==> src/rtl/oric_sdram_arbiter.sv <==
`default_nettype none
// +--------------------------------------------------------------------------+
// | oric_sdram_arbiter: shares the toggle-handshake SDRAM port between the   |
// | Oric CPU bus and the buffered loader/FDC write stream.  Rev 1.0          |
// +--------------------------------------------------------------------------+
module oric_sdram_arbiter #(
  parameter int             SD_AW    = 24,
  parameter int             FIFO_DEP = 4,
  parameter logic [SD_AW:0] CPU_BASE = '0
) (
  input  logic             clk_sys,
  input  logic             reset_n,
  input  logic             cpu_cs,
  input  logic             cpu_oe,
  input  logic             cpu_we,
  input  logic [15:0]      cpu_a,
  input  logic [7:0]       cpu_d,
  output logic [7:0]       cpu_q,
  input  logic             ldr_wr,
  input  logic [SD_AW:0]   ldr_a,
  input  logic [7:0]       ldr_d,
  output logic             ldr_full,
  output logic             ldr_ovf,
  output logic             sd_req,
  input  logic             sd_ack,
  output logic [SD_AW-1:0] sd_a,
  output logic [1:0]       sd_ds,
  output logic             sd_we,
  output logic [15:0]      sd_d,
  input  logic [15:0]      sd_q
);

  localparam int           PW    = $clog2(FIFO_DEP);
  localparam logic [PW:0]  DEP_C = (PW+1)'(FIFO_DEP);

  typedef enum logic [1:0] {SYNC, IDLE, CPU_WAIT, LDR_WAIT} state_t;

  logic           rd_lvl, wr_lvl, event_cpu;
  logic           rd_prev_q, wr_prev_q;
  logic [15:0]    a_prev_q;
  logic [SD_AW:0] cpu_byte_a;

  logic [SD_AW:0] fifo_a_mem [FIFO_DEP];
  logic [7:0]     fifo_d_mem [FIFO_DEP];
  logic [PW-1:0]  wr_ptr_q, rd_ptr_q;
  logic [PW:0]    cnt_q, cnt_d;
  logic           push, pop, fifo_ne, ack_match, ovf_q;

  state_t         state_q;
  logic           pend_q, last_cpu_q, lat_we_q, rd_a0_q;
  logic [SD_AW:0] lat_a_q;
  logic [7:0]     lat_d_q;
  logic           sd_req_q, sd_we_q;
  logic [SD_AW-1:0] sd_a_q;
  logic [1:0]     sd_ds_q;
  logic [15:0]    sd_d_q;
  logic [7:0]     cpu_q_q;

  assign rd_lvl     = cpu_cs & cpu_oe;
  assign wr_lvl     = cpu_cs & cpu_we;
  // A read held across an address change is a new access (the CPU keeps oe asserted).
  assign event_cpu  = (rd_lvl & ~rd_prev_q) | (wr_lvl & ~wr_prev_q) |
                      (rd_lvl & (cpu_a != a_prev_q));
  assign cpu_byte_a = {{(SD_AW-15){1'b0}}, cpu_a} + CPU_BASE;

  assign ack_match = (sd_ack == sd_req_q);
  assign pop       = (state_q == LDR_WAIT) & ack_match;
  assign push      = ldr_wr & ~ldr_full;
  assign fifo_ne   = (cnt_q != '0);
  assign ldr_full  = (cnt_q == DEP_C);
  assign ldr_ovf   = ovf_q;

  assign cpu_q  = cpu_q_q;
  assign sd_req = sd_req_q;
  assign sd_a   = sd_a_q;
  assign sd_ds  = sd_ds_q;
  assign sd_we  = sd_we_q;
  assign sd_d   = sd_d_q;

  always_ff @(posedge clk_sys or negedge reset_n) begin
    if (!reset_n) begin
      rd_prev_q <= 1'b0;
      wr_prev_q <= 1'b0;
      a_prev_q  <= '0;
    end else begin
      rd_prev_q <= rd_lvl;
      wr_prev_q <= wr_lvl;
      a_prev_q  <= cpu_a;
    end
  end

  always_comb begin
    cnt_d = cnt_q;
    if (push && !pop)      cnt_d = cnt_q + 1'b1;
    else if (pop && !push) cnt_d = cnt_q - 1'b1;
  end

  always_ff @(posedge clk_sys) begin
    if (push) begin
      fifo_a_mem[wr_ptr_q] <= ldr_a;
      fifo_d_mem[wr_ptr_q] <= ldr_d;
    end
  end

  always_ff @(posedge clk_sys or negedge reset_n) begin
    if (!reset_n) begin
      wr_ptr_q <= '0;
      rd_ptr_q <= '0;
      cnt_q    <= '0;
      ovf_q    <= 1'b0;
    end else begin
      cnt_q <= cnt_d;
      if (push)             wr_ptr_q <= wr_ptr_q + 1'b1;
      if (pop)              rd_ptr_q <= rd_ptr_q + 1'b1;
      if (ldr_wr && ldr_full) ovf_q  <= 1'b1;
    end
  end

  always_ff @(posedge clk_sys or negedge reset_n) begin
    if (!reset_n) begin
      state_q    <= SYNC;
      pend_q     <= 1'b0;
      last_cpu_q <= 1'b0;
      lat_a_q    <= '0;
      lat_d_q    <= '0;
      lat_we_q   <= 1'b0;
      rd_a0_q    <= 1'b0;
      sd_req_q   <= 1'b0;
      sd_a_q     <= '0;
      sd_ds_q    <= '0;
      sd_we_q    <= 1'b0;
      sd_d_q     <= '0;
      cpu_q_q    <= '0;
    end else begin
      case (state_q)
        SYNC: begin
          sd_req_q <= sd_ack;
          state_q  <= IDLE;
        end
        IDLE: begin
          if (pend_q && !(last_cpu_q && fifo_ne)) begin
            sd_a_q     <= lat_a_q[SD_AW:1];
            sd_ds_q    <= lat_we_q ? (lat_a_q[0] ? 2'b10 : 2'b01) : 2'b11;
            sd_we_q    <= lat_we_q;
            sd_d_q     <= {lat_d_q, lat_d_q};
            rd_a0_q    <= lat_a_q[0];
            sd_req_q   <= ~sd_req_q;
            pend_q     <= 1'b0;
            last_cpu_q <= 1'b1;
            state_q    <= CPU_WAIT;
          end else if (fifo_ne) begin
            sd_a_q     <= fifo_a_mem[rd_ptr_q][SD_AW:1];
            sd_ds_q    <= fifo_a_mem[rd_ptr_q][0] ? 2'b10 : 2'b01;
            sd_we_q    <= 1'b1;
            sd_d_q     <= {fifo_d_mem[rd_ptr_q], fifo_d_mem[rd_ptr_q]};
            sd_req_q   <= ~sd_req_q;
            last_cpu_q <= 1'b0;
            state_q    <= LDR_WAIT;
          end
        end
        CPU_WAIT: begin
          if (ack_match) begin
            if (!sd_we_q) cpu_q_q <= rd_a0_q ? sd_q[15:8] : sd_q[7:0];
            state_q <= IDLE;
          end
        end
        LDR_WAIT: begin
          if (ack_match) state_q <= IDLE;
        end
        default: state_q <= SYNC;
      endcase
      // Placed after the issue logic so a same-cycle event keeps the request pending.
      if (event_cpu) begin
        pend_q   <= 1'b1;
        lat_a_q  <= cpu_byte_a;
        lat_d_q  <= cpu_d;
        lat_we_q <= cpu_we;
      end
    end
  end

endmodule
`default_nettype wire

==> config.mk <==
export PLATFORM = sky130hd
export DESIGN_NAME = oric_sdram_arbiter
export DESIGN_NICKNAME = d
export VERILOG_FILES = /design/src/rtl/oric_sdram_arbiter.sv
export SDC_FILE = /design/constraint.sdc
export NUM_CORES = 1
export LEC_CHECK = 0
export ABC_AREA = 1
export CORE_MARGIN = 5
export CORE_UTILIZATION = 49
export CTS_CLUSTER_DIAMETER = 200
export DETAILED_ROUTE_END_ITERATION = 12
export PLACE_DENSITY_LB_ADDON = 0.05
export REMOVE_ABC_BUFFERS = 1
export SETUP_SLACK_MARGIN = 0.1
export SLEW_MARGIN = 20
export SYNTH_ARGS = -nofsm -noshare
export SYNTH_HDL_FRONTEND = slang
export SYNTH_SLANG_ARGS = --single-unit
export TNS_END_PERCENT = 30
==> constraint.sdc <==
create_clock -name clk_sys -period 2.32 [get_ports clk_sys]
set_input_delay 0.464 -clock clk_sys [delete_from_list [all_inputs] [get_ports clk_sys]]
set_output_delay 0.464 -clock clk_sys [all_outputs]
set_load 0.02 [all_outputs]
# [Word-level counts from Yosys, hierarchy flattened]
# Memory sizes are Yosys's and may differ from the RTL's.
# Index checks and enable logic that the tools add are counted.
[op_classes] n_eq_ne=8 bitwise=14 reduce_logical=22 n_addsub=4 muxes=28
[ops] op="24-bit two-way mux" count=2
[ops] op="16-bit two-way mux" count=2
[ops] op="2-bit two-way mux" count=8
[ops] op="16-bit != test" count=1
[ops] op="1-bit two-way mux" count=11
[ops] op="2-bit AND reduction" count=5
[ops] op="2-bit nonzero test" count=5
[ops] op="8-bit two-way mux" count=1
[ops] op="1-bit AND" count=7
[ops] op="3-bit two-way mux" count=2
[ops] op="2-bit one-hot mux with 3 select lines" count=1
[ops] op="1-bit logical AND" count=5
[ops] op="1-bit NOT" count=5
[ops] op="2-bit by 1-bit adder with 2-bit output (second input constant)" count=2
[ops] op="2-bit equality test (second input constant)" count=2
[ops] op="3-bit by 1-bit adder with 3-bit output (second input constant)" count=1
[ops] op="3-bit equality test (second input constant)" count=1
[ops] op="1-bit logical NOT" count=3
[ops] op="3-bit != test (second input constant)" count=1
[ops] op="3-bit AND reduction" count=1
[ops] op="3-bit nonzero test" count=1
[ops] op="3-bit by 1-bit subtractor with 3-bit output (second input constant)" count=1
[ops] op="2-bit by 1-bit equality test with 1-bit output (second input constant)" count=1
[ops] op="2-bit logical NOT" count=1
[ops] op="other kinds (5)" count=6
[word_totals] inputBits=80 wordCells=98 memories=2 ramBits=132 out_inout_bits=54 ff_bits=108
[mem_list] memory="fifo_a_mem" depth=4 width=25 read_ports=1 rd_clocked_by_memory_dff=0 write_ports=1 line="43" text="logic [SD_AW:0] fifo_a_mem [FIFO_DEP];"
[mem_list] memory="fifo_d_mem" depth=4 width=8 read_ports=1 rd_clocked_by_memory_dff=0 write_ports=1 line="44" text="logic [7:0] fifo_d_mem [FIFO_DEP];"

# [Depth between registers and ports, before layout]
# Gate-level depths: netlist (run 1).
[logic_depth] depth_word=7 depth_mapped=11 depth_no_buf=10

# [Worst setup path before layout (run 1)]
# Ideal clock, no wire load.
[synth_timing] path_kind="reg2reg" startpoint="reg cnt_q[0]" endpoint="mem fifo_a_mem[0][0] (netlist name) (enable)" t_required_ns=1.897 arrival_ns=2.084 period_less_slack_ns=2.507 stages_incl_launch_ff=5 path_slack_ns=-0.187 setup_ns=0.423 cell_sequence="dfrtp_1 -> nor2_4 -> nand2_1 -> nand2_1 -> nor2_1"
[synth_via] elab_chain_len=5
[synth_rtl] item="from (decl)" line="46" text="logic [PW:0] cnt_q, cnt_d;"
[synth_rtl] item="from (signal assigned)" line="112" text="cnt_q <= cnt_d;"
[synth_rtl] item="3-bit equality test" line="70" text="assign ldr_full = (cnt_q == DEP_C);"
[synth_rtl] item="1-bit NOT" line="68" text="assign push = ldr_wr & ~ldr_full;"
[synth_rtl] item="1-bit AND" line="68"
[synth_rtl] item="1-bit two-way mux" line="99" text="if (push) begin"
[synth_rtl] item="1-bit two-way mux (implied by the code)" line="100" text="fifo_a_mem[wr_ptr_q] <= ldr_a;"
[synth_rtl] item="to (decl)" line="43"
# No other way between the ends.

# [Worst setup path after layout (run 1)]
[layout_timing] startpoint="reg sd_req_q, in the netlist sd_req" endpoint="out sd_req"
[layout_lines] item="from (decl)" line="53" text="logic sd_req_q, sd_we_q;"
[layout_lines] item="from (signal assigned)" line="137" text="sd_req_q <= sd_ack;"
[layout_lines] item="from (signal assigned)" line="147" text="sd_req_q <= ~sd_req_q;"
[layout_lines] item="from (signal assigned)" line="156" text="sd_req_q <= ~sd_req_q;"
[layout_lines] item="to (decl)" line="24" text="output logic sd_req,"
# No word-level cell between the ends.

==> results of run 1 <==
==> routing by layer <==
| layer | routed length, µm | up-vias | track usage |
|---|---|---|---|
| li1 | - | 3184 | - |
| met1 | 9524 | 2991 | 0.2688 |
| met2 | 9581 | 157 | 0.3005 |
| met3 | 1418 | 23 | 0.04210 |
| met4 | 283 | 2 | 0.04300 |
| met5 | 11 | - | 0 |
==> repair_timing <==
item | in CTS | in global routing
endpoints found under the hold margin | 22 | 0
hold buffers | 1 | 0
endpoints found under the setup margin | 1 | 0
gates resized for setup | 1 | 0
==> kinds of logic after synthesis <==
logic type	count (synthesis)
buf+inv	115
flops	232
mux	10
fa+ha+maj	6
simple gates	343
xor+xnor	10
compound gates	158
==> final timing paths <==
kind / start / end / slack (ns) / depth (start not counted)
worst max-delay path: sd_req / sd_req / 0.30 / 1
worst min-delay path: reset_n / last_cpu_q / 0.45 / 2
worst max register to register: sd_req / cnt_q[1] / 0.36 / 6
worst min register to register: lat_d_q[0] / lat_d_q[0] / 0.46 / 2
max in group asynchronous: reset_n / rd_ptr_q[0] / 1.27 / 3
min in group clk_sys: lat_d_q[0] / lat_d_q[0] / 0.46 / 2
==> state kept, by name, summed over array words and instances (netlist names), 2 cells and up <==
| name | count |
|---|---|
| fifo_a_mem | 100 |
| fifo_d_mem | 32 |
| sd_a | 24 |
| a_prev_q | 16 |
| lat_a_q | 16 |
| cpu_q | 8 |
| lat_d_q | 8 |
| sd_d | 8 |
| cnt_q | 3 |
| rd_ptr_q | 2 |
| sd_ds | 2 |
| state_q | 2 |
| wr_ptr_q | 2 |
==> Yosys cell counts (4+ instances only) <==
master,number,area share
mux2i_1,8,0.0084
o21ai_1,15,0.0078
xnor2_1,6,0.0055
o21ai_0,70,0.037
xor2_1,4,0.0037
a21oi_1,44,0.023
nor2_1,73,0.029
edfxtp_1,132,0.41
buf_4,13,0.010
clkbuf_1,11,0.0043
a21oi_2,14,0.013
a32o_1,9,0.0094
ha_1,5,0.0065
nand3_1,30,0.016
buf_2,18,0.0094
inv_1,64,0.025
dfrtp_1,100,0.26
buf_6,4,0.0047
nand2_1,228,0.089
==> power by group <==
part / switching [µW] / internal (µW)
Clock: 1550 / 2610
Combinational: 3560 / 2260
Sequential: 478 / 5440
Total: 5590 / 10300
==> cell type report <==
type                            count  area [µm²]
Fill cell                        1593        7191
Inverter                           67       254.0
Tap cell                          265       331.6
Multi-Input combinational cell    527        2594
Sequential cell                   232        6467
Timing Repair Buffer              160        1620
Clock inverter                     15       206.4
Clock buffer                       29       670.6
==> stage by stage <==
step	instances	hold slack, ns	area, µm²	total power (µW)	worst slack [ns]
after CTS	1295	0.4261	12140	16100	0.2742
after floorplan	826	0.1684	9281	9330	-0.5609
after detailed placement	1250	0.4066	11260	11880	-0.09546
after global placement	1250	0.4050	11260	11800	-0.03449
after global routing	1295	0.4542	12140	16950	0.1812
final	1295	0.4462	12140	15900	0.2960
==> reports/results.ini, run 1 <==
[run_status]
status = complete, no violations

[setup_path]
path_class = reg2out
cp.arrival_ns = 1.56
slowest_stage = clkdlybuf4s50_1
critPathCaptureType = output pin
crit_path_max_fanout = 4
cpLargestDelayFamily = buffers and inverters
path_buf_inv = 1
crit_path_start_kind = flop
crit_required_ns = 1.86
max_stage_delay_ns = 0.64
path_cells = clkdlybuf4s50_1

[job]
cap_violations = 0

[logic_synthesis]
ys.flop_type = edfxtp_1
syn_area_per_cell_um2 = 10.94
synth-async-reset-ratio = 0.4310
synth-compound-area-share = 0.09537
yosys.area_share.simple = 0.1439
ys_ff_latch = 232
synth_edf_count = 132
synthAdderAreaFrac = 0.008634
muxShareOfSynthArea = 0.01073
ys_types = 38
synth_xor_area_frac = 0.009158
yosysWarnings = 0
synth_top_family_by_area = simple AND/OR/NAND/NOR gates
ys_seq_area_frac = 0.6761
syn_inst = 874
syn-cell-area_mm2 = 0.009564

[clocking]
clock_latency_ns = 0.51
clock_path_buffers = 3
htree_levels = 1
cts_inserted_buffers = 24
postCtsSetupRepairBufs = 0
cts-root-buf = clkbuf_16
clk_pin_slew_ns = 0.06
cts_sinks = 232
cts_tree = done

[finish]
antenna_cells = 0
final_common_cell = nand2_1
final_cell_mix = nand2_1, edfxtp_1, clkdlybuf4s50_1
drive_gt1_frac = 0.1019
syn2layout_area_growth_pct = 26.97
nets = 1098
fin_util = 0.6281

[routing]
drc = 0
drtPass1Iterations = 6
drt-initial-drc-count = 354
viasPerCell = 4.909
wirelength_um = 20820
dr_total_vias = 6357
drt-wirelength-per-cell_um = 16.08
final_antenna_net_count = 0

[placement]
gp_congestion = 0.7204
portBuffers = 133
hpwlAfterDp_um = 13100

[global_route]
grt_first_pass_wirelength_um = 33490
grt_usage = 0.1888
antenna_found_initial = 1
grt_overflow_total = 0
grt_max_degree = 90
grt_pass1_vias = 6361

[min_path]
hold_path.class = in2async

[sta]
period_minus_slack_ns = 2.024
timing.fmax_mhz = 494.1
fin_skew_ns = 0.009396
rsz0062_at_grt = no
fin_crit_sh = 0.8724
hold_violations = 0
setup_viol = 0
relSlewSlack = 0.6647
tightest_slew_ns = 0.5023
tns_ns = 0
final_max_slew_viol_count = 0

[floorplan]
rows = 51
initial_core_util = 0.4947
fp.coreArea_mm2 = 0.01933
die-area_mm2 = 0.02241
die-height_um = 149.7
ios = 134
fp.dieW_um = 149.7

[power_and_ir_drop]
power.leakage_uw = 0.005072
power_density_mw_per_mm2 = 1309
irDropWorstVdd_v = 0.0007000

Note: power is estimated with default switching activity, not from simulation.
==> run 2: changes to the inputs <==
--- a/config.mk
+++ b/config.mk
@@ -10,6 +10,7 @@
 export CORE_UTILIZATION = 49
 export CTS_CLUSTER_DIAMETER = 200
 export DETAILED_ROUTE_END_ITERATION = 12
+export GPL_ROUTABILITY_DRIVEN = 0
 export PLACE_DENSITY_LB_ADDON = 0.05
 export REMOVE_ABC_BUFFERS = 1
 export SETUP_SLACK_MARGIN = 0.1
==> results of run 2 <==
Same layout as run 1: the final DEF is identical, and so are final timing and power.
==> run 3: changes to the inputs <==
--- a/config.mk
+++ b/config.mk
@@ -8,7 +8,8 @@
 export ABC_AREA = 1
 export CORE_MARGIN = 5
 export CORE_UTILIZATION = 49
-export CTS_CLUSTER_DIAMETER = 200
+export CTS_CLUSTER_DIAMETER = 30
+export CTS_CLUSTER_SIZE = 10
 export DETAILED_ROUTE_END_ITERATION = 12
 export GPL_ROUTABILITY_DRIVEN = 0
 export PLACE_DENSITY_LB_ADDON = 0.05
==> reports/results.ini, run 3 (same netlist as run 1, synthesis figures left out) <==
[routing]
dr_total_vias = 6531  ; +2.7%
drt-initial-drc-count = 287  ; -19%
final_antenna_net_count = 0  ; unchanged
drt-wirelength-per-cell_um = 15.85  ; -1.4%
wirelength_um = 21220  ; +1.9%
drtPass1Iterations = 4  ; -2
viasPerCell = 4.878  ; -0.64%
drc = 0  ; unchanged

[floorplan]
ios = 134  ; unchanged
fp.dieW_um = 149.7  ; unchanged
initial_core_util = 0.4947  ; unchanged
fp.coreArea_mm2 = 0.01933  ; unchanged
die-height_um = 149.7  ; unchanged
rows = 51  ; unchanged
die-area_mm2 = 0.02241  ; unchanged

[setup_path]
crit_required_ns = 1.86  ; about the same
path_buf_inv = 1  ; unchanged
crit_path_max_fanout = 4  ; unchanged
slowest_stage = clkdlybuf4s50_1
max_stage_delay_ns = 0.64  ; about the same
path_class = reg2out
crit_path_start_kind = flop
cpLargestDelayFamily = buffers and inverters
critPathCaptureType = output pin
path_cells = clkdlybuf4s50_1
cp.arrival_ns = 1.58  ; +0.02 ns

[placement]
hpwlAfterDp_um = 13100  ; unchanged
portBuffers = 133  ; unchanged
dp.cells = 1250  ; unchanged

[clocking]
cts-root-buf = clkbuf_16
clock_path_buffers = 3  ; unchanged
postCtsSetupRepairBufs = 0  ; unchanged
cts_tree = done
clock_latency_ns = 0.53  ; +0.02 ns
clk_pin_slew_ns = 0.05  ; about the same
htree_levels = 2  ; +1
cts_inserted_buffers = 47  ; +96%
cts_sinks = 232  ; unchanged

[run_status]
status = complete, no violations

[global_route]
grt_use_met3 = 0.05482  ; +0.01272
grt_overflow_total = 0  ; unchanged
grt_first_pass_wirelength_um = 34070  ; +1.7%
busiest_layer = met2
grt_util_met2 = 0.3000  ; -0.0004525
grt_use_met1 = 0.2693  ; +0.0004230
grt_pass1_vias = 6555  ; +3.0%
grt_usage = 0.1942  ; +0.005425
antenna_found_initial = 1  ; unchanged
grt_max_degree = 90  ; unchanged

[job]
cap_violations = 0  ; unchanged

[sta]
final_max_slew_viol_count = 0  ; unchanged
rsz0062_at_grt = no
tightest_slew_ns = 0.5185  ; +0.01623 ns
fin_crit_sh = 0.8795  ; +0.007113
relSlewSlack = 0.6538  ; -0.01083
tns_ns = 0  ; unchanged
timing.fmax_mhz = 490.1  ; -0.81%
fin_skew_ns = 0.01971  ; +0.01031 ns
hold_violations = 0  ; unchanged
setup_viol = 0  ; unchanged
period_minus_slack_ns = 2.040  ; +0.01650 ns

[power_and_ir_drop]
power_density_mw_per_mm2 = 1448  ; +11%
irDropWorstVdd_v = 0.0007298  ; +4.3%
power.leakage_uw = 0.005476  ; +8.0%

[finish]
largest_reg_flops = 100  ; unchanged
nets = 1121  ; +2.1%
final_cells = 1339  ; +3.4%
final_cell_mix = nand2_1, edfxtp_1, clkdlybuf4s50_1
syn2layout_area_growth_pct = 35.58
antenna_cells = 0  ; unchanged
fillerInstances = 1482  ; -7.0%
drive_gt1_frac = 0.1350  ; +0.03307
regMostFlops = fifo_a_mem
final_common_cell = nand2_1

[min_path]
hold_path.class = in2async

==> run 3: cell count changes in the layout (fill, tap and decap cells not counted), sizes merged <==
cell and delta:
inv +4, clkbuf +32, bufinv +2, clkinv +6
==> run 3: repair_timing <==
| item | CTS | global route |
|---|---|---|
| gates resized for setup | 1 | 0 |
| endpoints found under the setup margin | 1 | 0 |
| hold buffers | 1 | 0 |
| endpoints found under the hold margin | 22 | 0 |
==> run 3: cell type report <==
cell class              count  area [µm²]  share of cell area
clock buffers              61        1321              0.1019
clock inverters            27       379.1             0.02924
inverters                  67       254.0             0.01959
multi-input cells         527        2594              0.2000
flip-flops and latches    232        6467              0.4987
well taps                 265       331.6             0.02557
repair buffers            160        1620              0.1250
==> run 3: worst paths after layout <==
kind,start,cells past startpoint,to,slack [ns]
worst max-delay path,sd_req,1,sd_req,0.28
worst min-delay path,reset_n,2,last_cpu_q,0.42
worst max register to register,sd_req,6,cnt_q[1],0.36
worst min register to register,lat_d_q[0],2,lat_d_q[0],0.46
max in group asynchronous,reset_n,3,sd_a[15],1.31
min in group clk_sys,cpu_a[12],1,a_prev_q[12],0.46
==> run 3: where the power goes <==
group	switching, µW	leakage (µW)	internal, µW
logic	3580	0.00224	2260
clock network	2180	0.000822	4820
registers	481	0.00241	5450
total	6240	0.00548	12500
==> run 3: routing by layer <==
| metal | part of all wire | wire length [µm] |
|---|---|---|
| met5 | 0.00052 | 11 |
| met1 | 0.46 | 9765 |
| met2 | 0.45 | 9565 |
| met4 | 0.019 | 413 |
| met3 | 0.069 | 1468 |
==> run 3: through the flow <==
stage	setup slack [ns]	utilization	total power, µW	instance area, µm²	hold slack (ns)
after floorplan	-0.5609	-	9330	9281	0.1684
after global placement	-0.03449	0.5823	11800	11260	0.4050
after detailed placement	-0.09546	0.5823	11880	11260	0.4066
after CTS	0.2541	0.6707	18980	12970	0.4040
after global routing	0.1771	0.6707	19870	12970	0.4184
final	0.2795	0.6707	18780	12970	0.4160
